File: src/rtl/serial_add_ctrl_if.sv
// Handshake and result bundle for the bit-serial adder/subtractor.
// The requester drives start/a/b/sub; the adder returns status and result.
interface serial_add_ctrl_if #(
  parameter int WIDTH = 8
);
  logic             start;
  logic [WIDTH-1:0] a;
  logic [WIDTH-1:0] b;
  logic             sub;
  logic             busy;
  logic             done;
  logic [WIDTH-1:0] s;
  logic             co;
  logic             ovf;

  modport master (
    output start, a, b, sub,
    input  busy, done, s, co, ovf
  );

  modport slave (
    input  start, a, b, sub,
    output busy, done, s, co, ovf
  );
endinterface

File: src/rtl/serial_add_ctrl.sv
// Bit-serial adder/subtractor controller.
// One full-adder cell and a carry flop process one operand bit per clock,
// LSB first. Subtraction is A + ~B + 1: B is inverted on capture and the
// carry flop is preset to 1. The published result (s/co/ovf) only changes
// on entry to DONE, so it stays stable while the next operation runs.
module serial_add_ctrl #(
  parameter int WIDTH = 8
) (
  input logic            clk,
  input logic            rst_n,
  serial_add_ctrl_if.slave bus
);

  localparam int              CW       = $clog2(WIDTH) + 1;
  localparam logic [CW-1:0]   LAST_CNT = CW'(WIDTH - 1);
  localparam logic [CW-1:0]   ONE_CNT  = CW'(1);

  typedef enum logic [1:0] {
    IDLE = 2'b00,
    RUN  = 2'b01,
    DONE = 2'b10
  } state_e;

  state_e           state_q;
  logic [WIDTH-1:0] a_q;
  logic [WIDTH-1:0] b_q;
  logic [WIDTH-1:0] r_q;
  logic [WIDTH-1:0] s_q;
  logic [CW-1:0]    cnt_q;
  logic             carry_q;
  logic             busy_q;
  logic             done_q;
  logic             co_q;
  logic             ovf_q;

  logic             sum_d;
  logic             carry_d;
  logic [WIDTH-1:0] r_d;

  // 1-bit full adder: returns {carry_out, sum}.
  function automatic logic [1:0] full_add(input logic x, input logic y, input logic cin);
    full_add = {(x & y) | (x & cin) | (y & cin), x ^ y ^ cin};
  endfunction

  // Full-adder cell on the current LSBs; the new bit enters the result at the MSB.
  always_comb begin
    {carry_d, sum_d} = full_add(a_q[0], b_q[0], carry_q);
    r_d              = {sum_d, r_q[WIDTH-1:1]};
  end

  // Control FSM with datapath shift registers and registered status/result outputs.
  always_ff @(posedge clk or negedge rst_n) begin
    if (!rst_n) begin
      state_q <= IDLE;
      a_q     <= '0;
      b_q     <= '0;
      r_q     <= '0;
      s_q     <= '0;
      cnt_q   <= '0;
      carry_q <= 1'b0;
      busy_q  <= 1'b0;
      done_q  <= 1'b0;
      co_q    <= 1'b0;
      ovf_q   <= 1'b0;
    end else begin
      case (state_q)
        IDLE: begin
          done_q <= 1'b0;
          busy_q <= 1'b0;
          if (bus.start) begin
            a_q     <= bus.a;
            b_q     <= bus.sub ? ~bus.b : bus.b;
            carry_q <= bus.sub;
            cnt_q   <= '0;
            r_q     <= '0;
            busy_q  <= 1'b1;
            state_q <= RUN;
          end
        end
        RUN: begin
          a_q     <= {1'b0, a_q[WIDTH-1:1]};
          b_q     <= {1'b0, b_q[WIDTH-1:1]};
          carry_q <= carry_d;
          r_q     <= r_d;
          cnt_q   <= cnt_q + ONE_CNT;
          if (cnt_q == LAST_CNT) begin
            // carry_q here is the carry into the MSB; carry_d the carry out of it.
            s_q     <= r_d;
            co_q    <= carry_d;
            ovf_q   <= carry_q ^ carry_d;
            busy_q  <= 1'b0;
            done_q  <= 1'b1;
            state_q <= DONE;
          end
        end
        DONE: begin
          done_q  <= 1'b0;
          busy_q  <= 1'b0;
          state_q <= IDLE;
        end
        default: begin
          done_q  <= 1'b0;
          busy_q  <= 1'b0;
          state_q <= IDLE;
        end
      endcase
    end
  end

  assign bus.busy = busy_q;
  assign bus.done = done_q;
  assign bus.s    = s_q;
  assign bus.co   = co_q;
  assign bus.ovf  = ovf_q;

endmodule

File: src/flat_wrapper.sv
// flat-port wrapper written by rule: the top's interface ports become plain ports
module serial_add_ctrl_flat 
#(
  parameter int WIDTH = 8
)
  (clk, rst_n, bus_start, bus_a, bus_b, bus_sub, bus_busy, bus_done, bus_s, bus_co, bus_ovf);
  serial_add_ctrl_if #(.WIDTH(WIDTH)) bus_i ();
  input logic clk;
  input logic rst_n;
  input wire logic [$bits(bus_i.start)-1:0] bus_start;
  input wire logic [$bits(bus_i.a)-1:0] bus_a;
  input wire logic [$bits(bus_i.b)-1:0] bus_b;
  input wire logic [$bits(bus_i.sub)-1:0] bus_sub;
  output wire logic [$bits(bus_i.busy)-1:0] bus_busy;
  output wire logic [$bits(bus_i.done)-1:0] bus_done;
  output wire logic [$bits(bus_i.s)-1:0] bus_s;
  output wire logic [$bits(bus_i.co)-1:0] bus_co;
  output wire logic [$bits(bus_i.ovf)-1:0] bus_ovf;
  assign bus_i.start = bus_start;
  assign bus_i.a = bus_a;
  assign bus_i.b = bus_b;
  assign bus_i.sub = bus_sub;
  assign bus_busy = bus_i.busy;
  assign bus_done = bus_i.done;
  assign bus_s = bus_i.s;
  assign bus_co = bus_i.co;
  assign bus_ovf = bus_i.ovf;
  serial_add_ctrl #(.WIDTH(WIDTH)) u_core (.clk(clk), .rst_n(rst_n), .bus(bus_i));
endmodule
File: config.mk
export PLATFORM = sky130hd
export DESIGN_NAME = serial_add_ctrl_flat
export DESIGN_NICKNAME = d
export VERILOG_FILES = /design/src/rtl/serial_add_ctrl_if.sv /design/src/rtl/serial_add_ctrl.sv /design/src/flat_wrapper.sv
export SDC_FILE = /design/constraint.sdc
export NUM_CORES = 1
export LEC_CHECK = 0
export ABC_AREA = 1
export BUFFER_PORTS_ARGS = -buffer_cell sky130_fd_sc_hd__buf_2
export CAP_MARGIN = 20
export CELL_PAD_IN_SITES_DETAIL_PLACEMENT = 2
export CELL_PAD_IN_SITES_GLOBAL_PLACEMENT = 2
export CORE_MARGIN = 10
export CORE_UTILIZATION = 32
export CTS_CLUSTER_SIZE = 14
export DETAILED_ROUTE_END_ITERATION = 16
export GPL_ROUTABILITY_DRIVEN = 1
export HOLD_SLACK_MARGIN = 0.08
export MAX_ROUTING_LAYER = met4
export PLACE_DENSITY = 0.89
export RECOVER_POWER = 100
export SETUP_SLACK_MARGIN = 0.4
export SYNTH_ARGS = -nofsm -noshare
export SYNTH_HDL_FRONTEND = slang
export SYNTH_SLANG_ARGS = --single-unit
File: constraint.sdc
create_clock -name clk -period 1.7 [get_ports clk]
set_input_delay 0.085 -clock clk [delete_from_list [all_inputs] [get_ports clk]]
set_output_delay 0.085 -clock clk [all_outputs]
set_load 0.02 [all_outputs]
== Word level (Yosys, flattened, before mapping) ==
Cells that the tools add are included.

* Register bits after elaboration: 43
* Logic and storage cells: 49

* Add/sub/neg operators: 1
* Equality and inequality tests: 4
* Multiplexer cells: 19
* Bitwise logic cells: 9
* Reductions and logical operators: 5

{| class="wikitable"
|+ Operator list
! cell !! count
|-
| $pmux W8 S2 || 3
|-
| $mux W8 || 4
|-
| $not A8 Y8 || 1
|-
| $pmux W4 S2 || 1
|-
| $reduce_and A2 Y1 || 3
|-
| $mux W1 || 5
|-
| $add A4 B1 Y4 const B || 1
|-
| $eq A4 B3 Y1 const B || 1
|-
| $mux W2 || 2
|-
| $mux W4 || 1
|-
| $pmux W1 S2 || 2
|-
| $pmux W2 S2 || 1
|-
| $and A1 B1 Y1 || 3
|-
| $xor A1 B1 Y1 || 3
|-
| $eq A2 B1 Y1 const B || 1
|-
| $logic_not A2 Y1 || 1
|-
| $ne A2 B1 Y1 const B || 1
|-
| $ne A2 B2 Y1 const B || 1
|-
| $or A1 B1 Y1 || 2
|-
| $reduce_bool A2 Y1 || 1
|}

== Longest topological paths before layout ==
Gate-level depths: netlist (run 1).

* Word-level depth: 4
* Mapped depth: 6
* Depth with buffers taken out: 6

== Worst setup path before layout (run 1) ==
Ideal clock, no wire load.

* Kind: register to register
* Start: register u_core.carry_q
* End: register u_core.ovf_q, in the netlist u_core.bus.ovf
* Arrival: 1.129 ns
* Data required time: 1.584 ns
* Setup slack: 0.454 ns
* Stages on the path, launching flop included: 5
* Path buffers: 0
* Clock period less this slack: 1.246 ns
* Cells stage by stage: dfrtp_1 > fa_1 > xor2_1 > nand2_1 > nand2_1

* Longest elaborated chain between the ends: 4
* Elaborated cells between the ends (all ways): 5
* Those cells by class: 5 x bitwise

{| class="wikitable"
|+ RTL lines
! item !! RTL line !! source
|-
| start, declared || serial_add_ctrl.sv:30 || <nowiki>logic carry_q;</nowiki>
|-
| start signal, assigned || serial_add_ctrl.sv:73 || <nowiki>carry_q <= bus.sub;</nowiki>
|-
| start signal, assigned || serial_add_ctrl.sv:83 || <nowiki>carry_q <= carry_d;</nowiki>
|-
| $and A1 B1 Y1 || serial_add_ctrl.sv:42 || <nowiki>full_add = {(x & y) | (x & cin) | (y & cin), x ^ y ^ cin};</nowiki>
|-
| $or A1 B1 Y1 || serial_add_ctrl.sv:42 ||
|-
| $or A1 B1 Y1 (*) || serial_add_ctrl.sv:42 ||
|-
| via u_core.carry_d || serial_add_ctrl.sv:37 || <nowiki>logic carry_d;</nowiki>
|-
| $xor A1 B1 Y1 (*) || serial_add_ctrl.sv:90 || <nowiki>ovf_q <= carry_q ^ carry_d;</nowiki>
|-
| end signal, assigned || serial_add_ctrl.sv:90 ||
|-
| end, declared || serial_add_ctrl.sv:34 || <nowiki>logic ovf_q;</nowiki>
|}

The timed path passes the listed nets; every way through them passes the cells marked *.
A chain may end at the register's enable or synchronous reset.

== Worst setup path in the final report (run 1) ==
* Start: register u_core.state_q[1]
* End: register u_core.b_q[3]

* Longest elaborated chain between the ends: 3
* Elaborated cells between the ends (all ways): 6
* Those cells by class: 2 x eq/ne; 1 x mux; 3 x reduce/logical

{| class="wikitable"
|+ RTL lines
! item !! RTL line !! source
|-
| start, declared || serial_add_ctrl.sv:24 || <nowiki>state_e state_q;</nowiki>
|-
| start signal, assigned || serial_add_ctrl.sv:54 || <nowiki>state_q <= IDLE;</nowiki>
|-
| start signal, assigned || serial_add_ctrl.sv:77 || <nowiki>state_q <= RUN;</nowiki>
|-
| start signal, assigned || serial_add_ctrl.sv:93 || <nowiki>state_q <= DONE;</nowiki>
|-
| $eq A2 B1 Y1 / $logic_not A2 Y1 (equally long branches) || serial_add_ctrl.sv:66 || <nowiki>case (state_q)</nowiki>
|-
| $reduce_bool A2 Y1 (no source line) / $ne A2 B2 Y1 (equally long branches) || - ||
|-
| $reduce_and A2 Y1 (no source line) || - ||
|-
| end signal, assigned || serial_add_ctrl.sv:72 || <nowiki>b_q <= bus.sub ? ~bus.b : bus.b;</nowiki>
|-
| end signal, assigned || serial_add_ctrl.sv:82 || <nowiki>b_q <= {1'b0, b_q[WIDTH-1:1]};</nowiki>
|-
| end, declared || serial_add_ctrl.sv:26 || <nowiki>logic [WIDTH-1:0] b_q;</nowiki>
|}

Several ways; a longest one is shown, not always the timed one.

==> results of run 1 <==
[worst register-to-register path, delay by kind of cell (launching register included)]
| kind | cells | cell delay, ps |
|---|---|---|
| buffers and inverters | 3 | 560 |
| DFF | 1 | 410 |
| and+or+nand+nor | 3 | 370 |
[what timing repair did]
action                                 in CTS  in global routing
hold buffers                                9                  0
setup buffers                               3                  4
setup endpoints to repair                  12                 36
endpoints found under the hold margin      27                  0
pin swaps                                   1                  3
gates resized for setup                     3                  7
[stage by stage]
| stage | std cells | area [µm²] | util (%) | setup WS (ps) |
|---|---|---|---|---|
| 2_1_floorplan | 234 | 1930 | - | 454 |
| 3_3_place_gp | 334 | 2160 | 36.6 | 417 |
| 3_5_place_dp | 334 | 2160 | 36.6 | 304 |
| 4_1_cts | 354 | 2370 | 40.3 | 387 |
| 5_1_grt | 358 | 2400 | 40.8 | 218 |
| 6_report | 358 | 2400 | 40.8 | 297 |
[area by class of cell]
class / instances / area share (%)
sequential: 42 / 43.7
multi-input combinational: 169 / 33.2
timing repair buffer: 51 / 12.9
tap: 75 / 3.90
clock buffer: 6 / 3.44
inverter: 13 / 2.34
clock inverter: 2 / 0.521
[cell usage after synthesis]
| cell type | number | area (µm²) |
|---|---|---|
| o21ai_0 | 4 | 20.0 |
| fa_1 | 1 | 20.0 |
| nor2_2 | 1 | 6.26 |
| xnor2_1 | 1 | 8.76 |
| buf_2 | 5 | 25.0 |
| nand3_1 | 44 | 220 |
| a21oi_1 | 1 | 5.00 |
| nor2_4 | 1 | 11.3 |
| inv_4 | 1 | 6.26 |
| buf_6 | 1 | 11.3 |
| nand4_1 | 1 | 6.26 |
| nor2_1 | 5 | 18.8 |
| ha_1 | 1 | 12.5 |
| o21ai_1 | 1 | 5.00 |
| nand2_4 | 1 | 11.3 |
| buf_4 | 4 | 30.0 |
| xor2_1 | 1 | 8.76 |
| inv_2 | 2 | 7.51 |
| dfrtp_1 | 42 | 1050 |
| inv_1 | 10 | 37.5 |
| nand3_2 | 1 | 10.0 |
| nand2_2 | 2 | 12.5 |
| nand2_1 | 103 | 387 |
[how the worst max path moves through the flow]
stage | cells past startpoint | slack [ps] | to
after global placement | 4 | 420 | u_core.bus.ovf
after floorplan | 4 | 450 | u_core.bus.ovf
after global routing | 6 | 220 | u_core.b_q[3]
after CTS | 3 | 390 | u_core.r_q[7]
after detailed placement | 5 | 300 | u_core.bus.s[7]
final | 6 | 300 | u_core.b_q[3]
[layout by cell type (no fill, tap or decap)]
cell,count
dfrtp_1,42
nand3_1,44
fa_2,1
nand3_2,1
clkinv_2,1
ha_4,1
nand2_4,2
nand4_1,1
a21oi_1,1
clkinvlp_4,1
buf_2,19
o21ai_0,4
clkbuf_1,12
o21ai_2,1
nand2_1,104
xnor2_1,1
inv_4,1
dlygate4sd3_1,9
nor2_4,2
clkbuf_8,6
buf_4,10
inv_6,1
clkbuf_2,1
xor2_2,1
inv_1,11
nor2_1,5
[flip-flops by register name, summed over array words and instances (netlist names), 2 cells and up]
name	flops
u_core.a_q	8
u_core.state_q	2
u_core.bus.s	8
u_core.b_q	8
u_core.cnt_q	4
u_core.r_q	7
[metal layers]
layer / vias to the layer above / wire, µm / track usage (%)
met5: - / 0 / -
met4: 0 / 65 / 3.13
met3: 5 / 189 / 3.20
met2: 25 / 3330 / 23.9
met1: 887 / 2470 / 14.0
li1: 831 / - / -
[cells by family after synthesis]
family	Yosys count	share of synthesized area, %
AND/OR/NAND/NOR	159	35.4
flip-flops	42	54.4
buffers and inverters	23	6.09
AO/OA/AOI/OAI	6	1.55
XOR/XNOR	2	0.907
adder cells (fa/ha/maj)	2	1.68
[power breakdown]
part / total (W) / switching (W) / internal, W
clock: 0.000683 / 0.000356 / 0.000327
sequential: 0.00172 / 0.000307 / 0.00141
combinational: 0.00171 / 0.00112 / 0.000592
==> impl_results.md, run 1 <==
* Setup Skew at 5.38 ps
* First drt pass iteration count at 4
* Clock Tree Buf Depth at 2
* Hold path depth at 5
* CP bufs+invs at 3
* All-Layer GR Usage at 13.2%
* DPL Wire Length at 4.00 mm
* Antenna violations before repair at 0
* Routability Congestion at 0.757
* CP delay by family, top: buffers and inverters
* DR vias/cell at 4.88
* Clock-pin slew on the worst setup and hold paths at 80 ps
* R2r setup slk at 300 ps
* Worst slew pin tran at 597 ps
* TNS Setup at 0 ps
* Min-delay src: bus_b[6]
* Critical Path Source: u_core.state_q[1]
* Initial Utilization at 32.8%
* Clk_lat worst skew at 290 ps
* Max Freq at 713 MHz
* Diode count at 0
* Area of the multi-input gates at 797 µm²
* Io pins at 32
* Hold Violations, Final at 0
* Drt first-iter violations at 52
* Post-Synthesis Cells at 234
* Ys Warns at 0
* Share of cells above drive strength 1 at 17.3%
* Post-route ant nets at 0
* Yosys cell types at 23
* Slew Limit Fails at 0
* Critical path required time at 1930 ps
* Net Count, Synth at 256
* CP Max Fanout at 22
* Post-route DRC at 0
* PortBufs at 31
* Layout net count at 304
* CP startpoint kind: flop
* Power, Total at 0.00411 W
* RSZ-0062 raised after global routing: true
* Core ar. at 5890 µm²
* Avg Cell Area, Syn at 8.26 µm²
* Total gr overflow at 0
* Reg-to-reg endpoint: u_core.b_q[3]
* First-pass GRT wire length at 10.2 mm
* TritonCTS clock tree: done
* # rows at 28
* Status: finished clean
* R2r worst-path depth at 6
* Final Cycle Share at 82.5%
* Sequential cell area fraction in the yosys report at 54.4%
* Max-cap viol count at 0
* Die Ht at 97.7 µm
* Area Overhead vs Synth at 24.4%
* Pwr dens at 1710 nW/µm²
* Drt wl/cell at 16.9 µm
* Root buf cell: clkbuf_8
* R2R Path Start: u_core.state_q[1]
* Fin crit period at 1400 ps
* Wirelength, routed at 6.06 mm
* WHS at 106 ps
* Die footprint at 9550 µm²
* Worst VDD drop at 554 µV
* Hold path endpoint: u_core.b_q[6]
* Worst hold path type: primary input to flop
* Clock sink total at 42
* Cell breakdown of the critical path: inv_1 > nand2_1 > inv_6 > buf_4 > nand2_1 > nand3_1
* Vias in the first global route at 2051
* Final Setup Violations at 0
* Kind of critical path: flop to flop
* Die width at 97.7 µm
* Maximum level of the CTS H-tree at 2
* Via count at 1748
* CP max stage cell: dfrtp_1
* Seq cells post-synth at 42
* CP max stage delay at 410 ps
* Largest net degree at the start of global routing at 28
* Cell Area, Synth at 1930 µm²
* CTS Buf Count at 5
* Leakage power at 1.25 nW
* Register area at 1050 µm²
* # fillers at 701
* Slew HR at 60.2%
* WP data arrival at 1630 ps
* Most Frequent Cell on Critical Path: nand2_1
* CP Capture Type: flop
No activity file was read; power rests on OpenSTA's default activity.
==> inputs of run 2 (changes only) <==
--- a/config.mk
+++ b/config.mk
@@ -5,19 +5,19 @@
 export SDC_FILE = /design/constraint.sdc
 export NUM_CORES = 1
 export LEC_CHECK = 0
-export ABC_AREA = 1
+export ABC_AREA = 0
 export BUFFER_PORTS_ARGS = -buffer_cell sky130_fd_sc_hd__buf_2
 export CAP_MARGIN = 20
 export CELL_PAD_IN_SITES_DETAIL_PLACEMENT = 2
 export CELL_PAD_IN_SITES_GLOBAL_PLACEMENT = 2
 export CORE_MARGIN = 10
-export CORE_UTILIZATION = 32
+export CORE_UTILIZATION = 33
 export CTS_CLUSTER_SIZE = 14
 export DETAILED_ROUTE_END_ITERATION = 16
 export GPL_ROUTABILITY_DRIVEN = 1
 export HOLD_SLACK_MARGIN = 0.08
 export MAX_ROUTING_LAYER = met4
-export PLACE_DENSITY = 0.89
+export PLACE_DENSITY = 0.87
 export RECOVER_POWER = 100
 export SETUP_SLACK_MARGIN = 0.4
 export SYNTH_ARGS = -nofsm -noshare
==> constraint.sdc (replaced) <==
create_clock -name clk -period 1.15 [get_ports clk]
set_input_delay 0.0575 -clock clk [delete_from_list [all_inputs] [get_ports clk]]
set_output_delay 0.0575 -clock clk [all_outputs]
set_load 0.02 [all_outputs]
==> impl_results.md, run 2 <==
* Area Overhead vs Synth at 61.4%
* PortBufs at 31
* Yosys cell types at 30
* Clock Tree Buf Depth at 2
* Die footprint at 9310 µm²
* Worst slew pin tran at 577 ps
* Drt first-iter violations at 72
* Hold path depth at 3
* Avg Cell Area, Syn at 11.6 µm²
* Largest net degree at the start of global routing at 21
* Via count at 1745
* Ys Warns at 0
* Kind of critical path: flop to flop
* Failing checks: setup timing
* Final Cycle Share at 128%
* Vias in the first global route at 2117
* Cell breakdown of the critical path: ha_2 > nand3b_1 > nor2_4 > buf_12 > mux2_4
* Ys async rst share at 100%
* Number of synthesized flops with an enable pin at 0
* Clk_lat worst skew at 320 ps
* Total gr overflow at 0
* CP max stage delay at 380 ps
* RSZ-0062 raised after global routing: true
* Post-route DRC at 0
* Post-route ant nets at 0
* Die Ht at 96.5 µm
* Routability Congestion at 0.762
* Slew HR at 61.6%
* Min-delay src: bus_a[4]
* Worst VDD drop at 1650 µV
* First-pass GRT wire length at 12.4 mm
* Status: finished, violations left
* Layout net count at 279
* CP startpoint kind: flop
* Cts-stage hold buffer count at 8
* Antenna violations before repair at 0
* Worst hold path type: primary input to flop
* Io pins at 32
* Most common cell after layout, fill and taps aside: dfrtp_1
* Share of cells above drive strength 1 at 54.7%
* Slew Limit Fails at 0
* Final setup slack of the worst path at -325 ps
* Diode count at 0
* Max Freq at 678 MHz
* Final Setup Violations at 41
* CTS Buf Count at 5
* Clock-pin slew on the worst setup and hold paths at 90 ps
* Maximum level of the CTS H-tree at 2
* Sequential cell area fraction in the yosys report at 54.4%
* Post-Synthesis Cells at 167
* Top cell type's share of synthesized area at 54.4%
* Wirelength, routed at 8.33 mm
* Root buf cell: clkbuf_8
* Clock sink total at 42
* Post-placement cell area at 2380 µm²
* Cell Area, Synth at 1930 µm²
* Predominant post-synthesis flop cell: dfrtp_1
* CP max stage cell: dfrtp_1
* Count leader, synth: dfrtp_1
* CP Max Fanout at 11
* Drt wl/cell at 25.3 µm
* Die width at 96.5 µm
* Final instance area at 3120 µm²
* WP data arrival at 1670 ps
* Critical path required time at 1350 ps
* Pwr dens at 2960 nW/µm²
* Synth area leader: dfrtp_1
* Reg-to-reg endpoint: u_core.bus.s[6]
* # rows at 27
* Leakage power at 1.49 nW
* DR vias/cell at 5.29
* Core ar. at 5610 µm²
* All-Layer GR Usage at 18.9%
* # fillers at 563
* TritonCTS clock tree: done
* Seq cells post-synth at 42
* Commonest non-fill, non-tap cells in the layout: dfrtp_1 (41), buf_4 (36), buf_2 (18), buf_6 (16), clkbuf_1 (12)
* R2R Path Start: u_core.cnt_q[0]
* Max-cap viol count at 0
* R2r setup slk at -330 ps
* Fin crit period at 1480 ps
* WHS at 54.7 ps
* Commonest cells post-synth: dfrtp_1 (42), nand2_1 (19), a21oi_1 (11), o21ai_0 (11), nor2b_1 (10)
* Hold Violations, Final at 0
* DPL Wire Length at 4.20 mm
* Initial Utilization at 34.4%
* Net Count, Synth at 189
* Hold path endpoint: u_core.a_q[4]
* Top post-synthesis cells by area: dfrtp_1 (54%), mux2_4 (7.0%), nand2_1 (3.7%)
* Setup Skew at 15.5 ps
* First drt pass iteration count at 4
* CP Capture Type: flop
* R2r worst-path depth at 5
[run 2: cell types whose count changed in the layout (fill, tap and decap cells not counted), moves of 7 or more]
cell and delta:
nand3_1 -42, mux2_4 +10, inv_1 -11, buf_6 +16, nand2_1 -95, nor2b_1 +8
a22o_1 +8, xnor2_1 +7, a22oi_2 +8, nand2_4 +7, buf_4 +26
[run 2: routing by layer]
metal | track usage (%) | share of wire, %
met5 | - | 0
met2 | 33.4 | 54
met3 | 3.93 | 3.7
met1 | 19.6 | 40
met4 | 8.84 | 2.9
[run 2: timing repair]
action                                 in CTS  in global routing
setup endpoints to repair                  54                 54
pin swaps                                  19                  6
endpoints found under the hold margin      50                  1
setup buffers                              20                  5
cloned                                      2                  0
resized for setup                          88                 17
[run 2: how the worst max path moves through the flow]
stage | start | cells after the start | slack [ps] | end
6_report | u_core.cnt_q[0] | 5 | -330 | u_core.bus.s[6]
5_1_grt | u_core.cnt_q[0] | 5 | -360 | u_core.bus.co
4_1_cts | u_core.cnt_q[1] | 5 | -290 | u_core.bus.s[6]
3_5_place_dp | u_core.cnt_q[0] | 5 | -320 | u_core.bus.s[5]
3_3_place_gp | u_core.cnt_q[0] | 5 | -250 | u_core.bus.s[5]
2_1_floorplan | u_core.cnt_q[0] | 5 | -220 | u_core.bus.co
[run 2: critical path, delay by kind of cell, from the launching register on]
family	cells	cell delay (ps)
flops	1	380
simple gates	2	320
mux	1	310
fa+ha+maj	1	200
buf+inv	1	160
[run 2: kinds of logic after synthesis]
logic type	share of synthesized area (%)
muxes	8.17
AOI/OAI and AO/OA	17.3
xor gates and xnor gates	4.08
buffers and inverters	3.89
adders and majority gates	1.68
and+or+nand+nor	10.4
DFF	54.4
[run 2: power breakdown]
part / switching [W] / internal [W]
clock network: 0.000594 / 0.000871
registers: 0.000628 / 0.00210
logic: 0.00246 / 0.00257
total: 0.00369 / 0.00554
[run 2: cell type report]
type | count | area (µm²) | share of cell area [%]
multi-input cells | 112 | 1100 | 35.2
well taps | 72 | 90.1 | 2.89
flip-flops and latches | 42 | 1050 | 33.8
clock inverters | 3 | 68.8 | 2.21
repair buffers | 96 | 738 | 23.7
clock buffers | 5 | 68.8 | 2.21
[run 2: metrics by stage]
step | TNS [ps] | utilization, % | std cells | worst slack, ps | power [W]
floorplan | -2110 | - | 167 | -217 | 0.00446
global placement | -4800 | 42.4 | 287 | -252 | 0.00553
detailed placement | -7340 | 42.4 | 287 | -318 | 0.00582
CTS | -5600 | 55.2 | 325 | -286 | 0.00878
global route | -10890 | 55.6 | 330 | -357 | 0.00969
finish | -8270 | 55.6 | 330 | -325 | 0.00922
==> inputs of run 3 (changes only) <==
--- a/config.mk
+++ b/config.mk
@@ -10,11 +10,13 @@
 export CAP_MARGIN = 20
 export CELL_PAD_IN_SITES_DETAIL_PLACEMENT = 2
 export CELL_PAD_IN_SITES_GLOBAL_PLACEMENT = 2
+export CORE_ASPECT_RATIO = 1.75
 export CORE_MARGIN = 10
 export CORE_UTILIZATION = 33
 export CTS_CLUSTER_SIZE = 14
 export DETAILED_ROUTE_END_ITERATION = 16
 export GPL_ROUTABILITY_DRIVEN = 1
+export GPL_TIMING_DRIVEN = 0
 export HOLD_SLACK_MARGIN = 0.08
 export MAX_ROUTING_LAYER = met4
 export PLACE_DENSITY = 0.87
==> impl_results.md, run 3 (synthesized netlist as in run 2, its figures left out) <==
* Status: finished, violations left
* Failing checks: hold timing, setup timing
* Clock-pin slew on the worst setup and hold paths at 100 ps
* Die Ht at 121 µm
* Critical Path Source: u_core.cnt_q[0]
* Clock Tree Buf Depth at 2
* Via count at 1777
* CP Max Fanout at 5
* Placed cells at 273
* Vias in the first global route at 1983
* Critical path required time at 1360 ps
* Reg-to-reg endpoint: u_core.bus.s[6]
* Worst hold path type: primary input to asynchronous set/reset pin
* Leakage power at 1.38 nW
* CP Capture Type: flop
* Commonest non-fill, non-tap cells in the layout: dfrtp_1 (39), buf_4 (25), buf_2 (18), buf_6 (14), clkbuf_1 (13)
* Kind of critical path: flop to flop
* Total gr overflow at 0
* CTS Buf Count at 5
* Final Setup Violations at 42
* Post-route ant nets at 0
* Diode count at 0
* Slew Limit Fails at 0
* Drt wl/cell at 29.0 µm
* Setup Skew at 11.5 ps
* CP max stage delay at 430 ps
* Clock sink total at 42
* Layout net count at 270
* Final std cells w/o fill at 325
* R2r setup slk at -380 ps
* Die width at 77.8 µm
* Final setup slack of the worst path at -377 ps
* Slew HR at 26.8%
* Pre-CTS WS at -364 ps
* R2r worst-path depth at 5
* WP data arrival at 1740 ps
* Io pins at 32
* Clk_lat worst skew at 330 ps
* Drt first-iter violations at 100
* Initial Utilization at 34.3%
* Fin crit period at 1530 ps
* First-pass GRT wire length at 12.0 mm
* CP startpoint kind: flop
* Area Overhead vs Synth at 54.5%
* R2R Path Start: u_core.cnt_q[0]
* Routability Congestion at 0.711
* Cts-stage hold buffer count at 7
* Die footprint at 9430 µm²
* DR vias/cell at 5.47
* Power, Total at 0.00890 W
* Max Freq at 655 MHz
* Hold Violations, Final at 42
* RSZ-0062 raised after global routing: true
* Maximum level of the CTS H-tree at 2
* Worst VDD drop at 1400 µV
* CP max stage cell: dfrtp_1
* PortBufs at 30
* Core ar. at 5630 µm²
* Wirelength, routed at 9.41 mm
* DPL Wire Length at 3.74 mm
* TritonCTS clock tree: done
* Max-cap viol count at 0
* Post-route DRC at 0
* Share of cells above drive strength 1 at 52.2%
* Most common cell after layout, fill and taps aside: dfrtp_1
* Root buf cell: clkbuf_8
* First drt pass iteration count at 4
* Final Cycle Share at 133%
* WHS at -80.0 ps
* Antenna violations before repair at 0
* Cell breakdown of the critical path: ha_4 > nand3b_1 > nor2_4 > buf_6 > mux2_4
* All-Layer GR Usage at 17.1%
* Critical path endpoint: u_core.bus.s[6]
* Largest net degree at the start of global routing at 43
* Pwr dens at 2980 nW/µm²
* Worst slew pin tran at 1100 ps
* # rows at 36
-- run 3: routing by layer --
metal | vias up | track usage (%) | wire length (µm)
met5 | - | - | 0
met3 | 29 | 3.19 | 264
met1 | 918 | 17.7 | 3650
met4 | 0 | 9.17 | 380
met2 | 71 | 29.8 | 5120
li1 | 759 | - | -
-- run 3: through the flow --
stage | hold WS, ps | util, % | instance area (µm²) | TNS, ps
4_1_cts | -86.4 | 48.5 | 2730 | -6460
5_1_grt | 6.31 | 53.0 | 2980 | -11490
3_5_place_dp | 254 | 39.4 | 2220 | -6160
6_report | -80.0 | 53.0 | 2980 | -10630
3_3_place_gp | 252 | 39.4 | 2220 | -4550
2_1_floorplan | -238 | - | 1970 | -2110
-- run 3: timing repair --
item,4_1_cts,5_1_grt
endpoints found under the hold margin,52,42
endpoints found under the setup margin,54,54
buffers inserted,19,14
cloned,2,2
pin swaps,3,12
gates resized for setup,41,59
-- run 3: final cells by class --
cell class                      count  area (µm²)
Fill cell                         548        2650
Sequential cell                    42        1050
Multi-Input combinational cell    112        1020
Timing Repair Buffer               74         566
Buffer                             13         135
Tap cell                           76        95.1
Clock buffer                        5        68.8
Clock inverter                      3        40.0
-- run 3: worst min-delay path by stage --
stage | startpoint | end | slack, ps | depth (start not counted)
floorplan | rst_n | u_core.a_q[0] | -240 | 0
finish | rst_n | u_core.bus.s[1] | -80 | 1
CTS | rst_n | u_core.cnt_q[1] | -90 | 1
global placement | rst_n | u_core.bus.s[4] | 250 | 1
global route | rst_n | u_core.r_q[2] | 6 | 1
detailed placement | rst_n | u_core.bus.s[4] | 250 | 1
-- run 3: where the power goes --
part | internal, W | total (W) | switching, W
sequential | 0.00210 | 0.00281 | 0.000706
clock | 0.000640 | 0.00124 | 0.000603
combinational | 0.00237 | 0.00484 | 0.00248
total | 0.00511 | 0.00890 | 0.00379
-- run 3: worst max-delay path, delay by kind of cell (launching register included) --
| family | cells | cell delay, ps |
|---|---|---|
| adder cells (fa/ha/maj) | 1 | 160 |
| buffers and inverters | 1 | 170 |
| flip-flops | 1 | 430 |
| multiplexers | 1 | 320 |
| AND/OR/NAND/NOR | 2 | 330 |
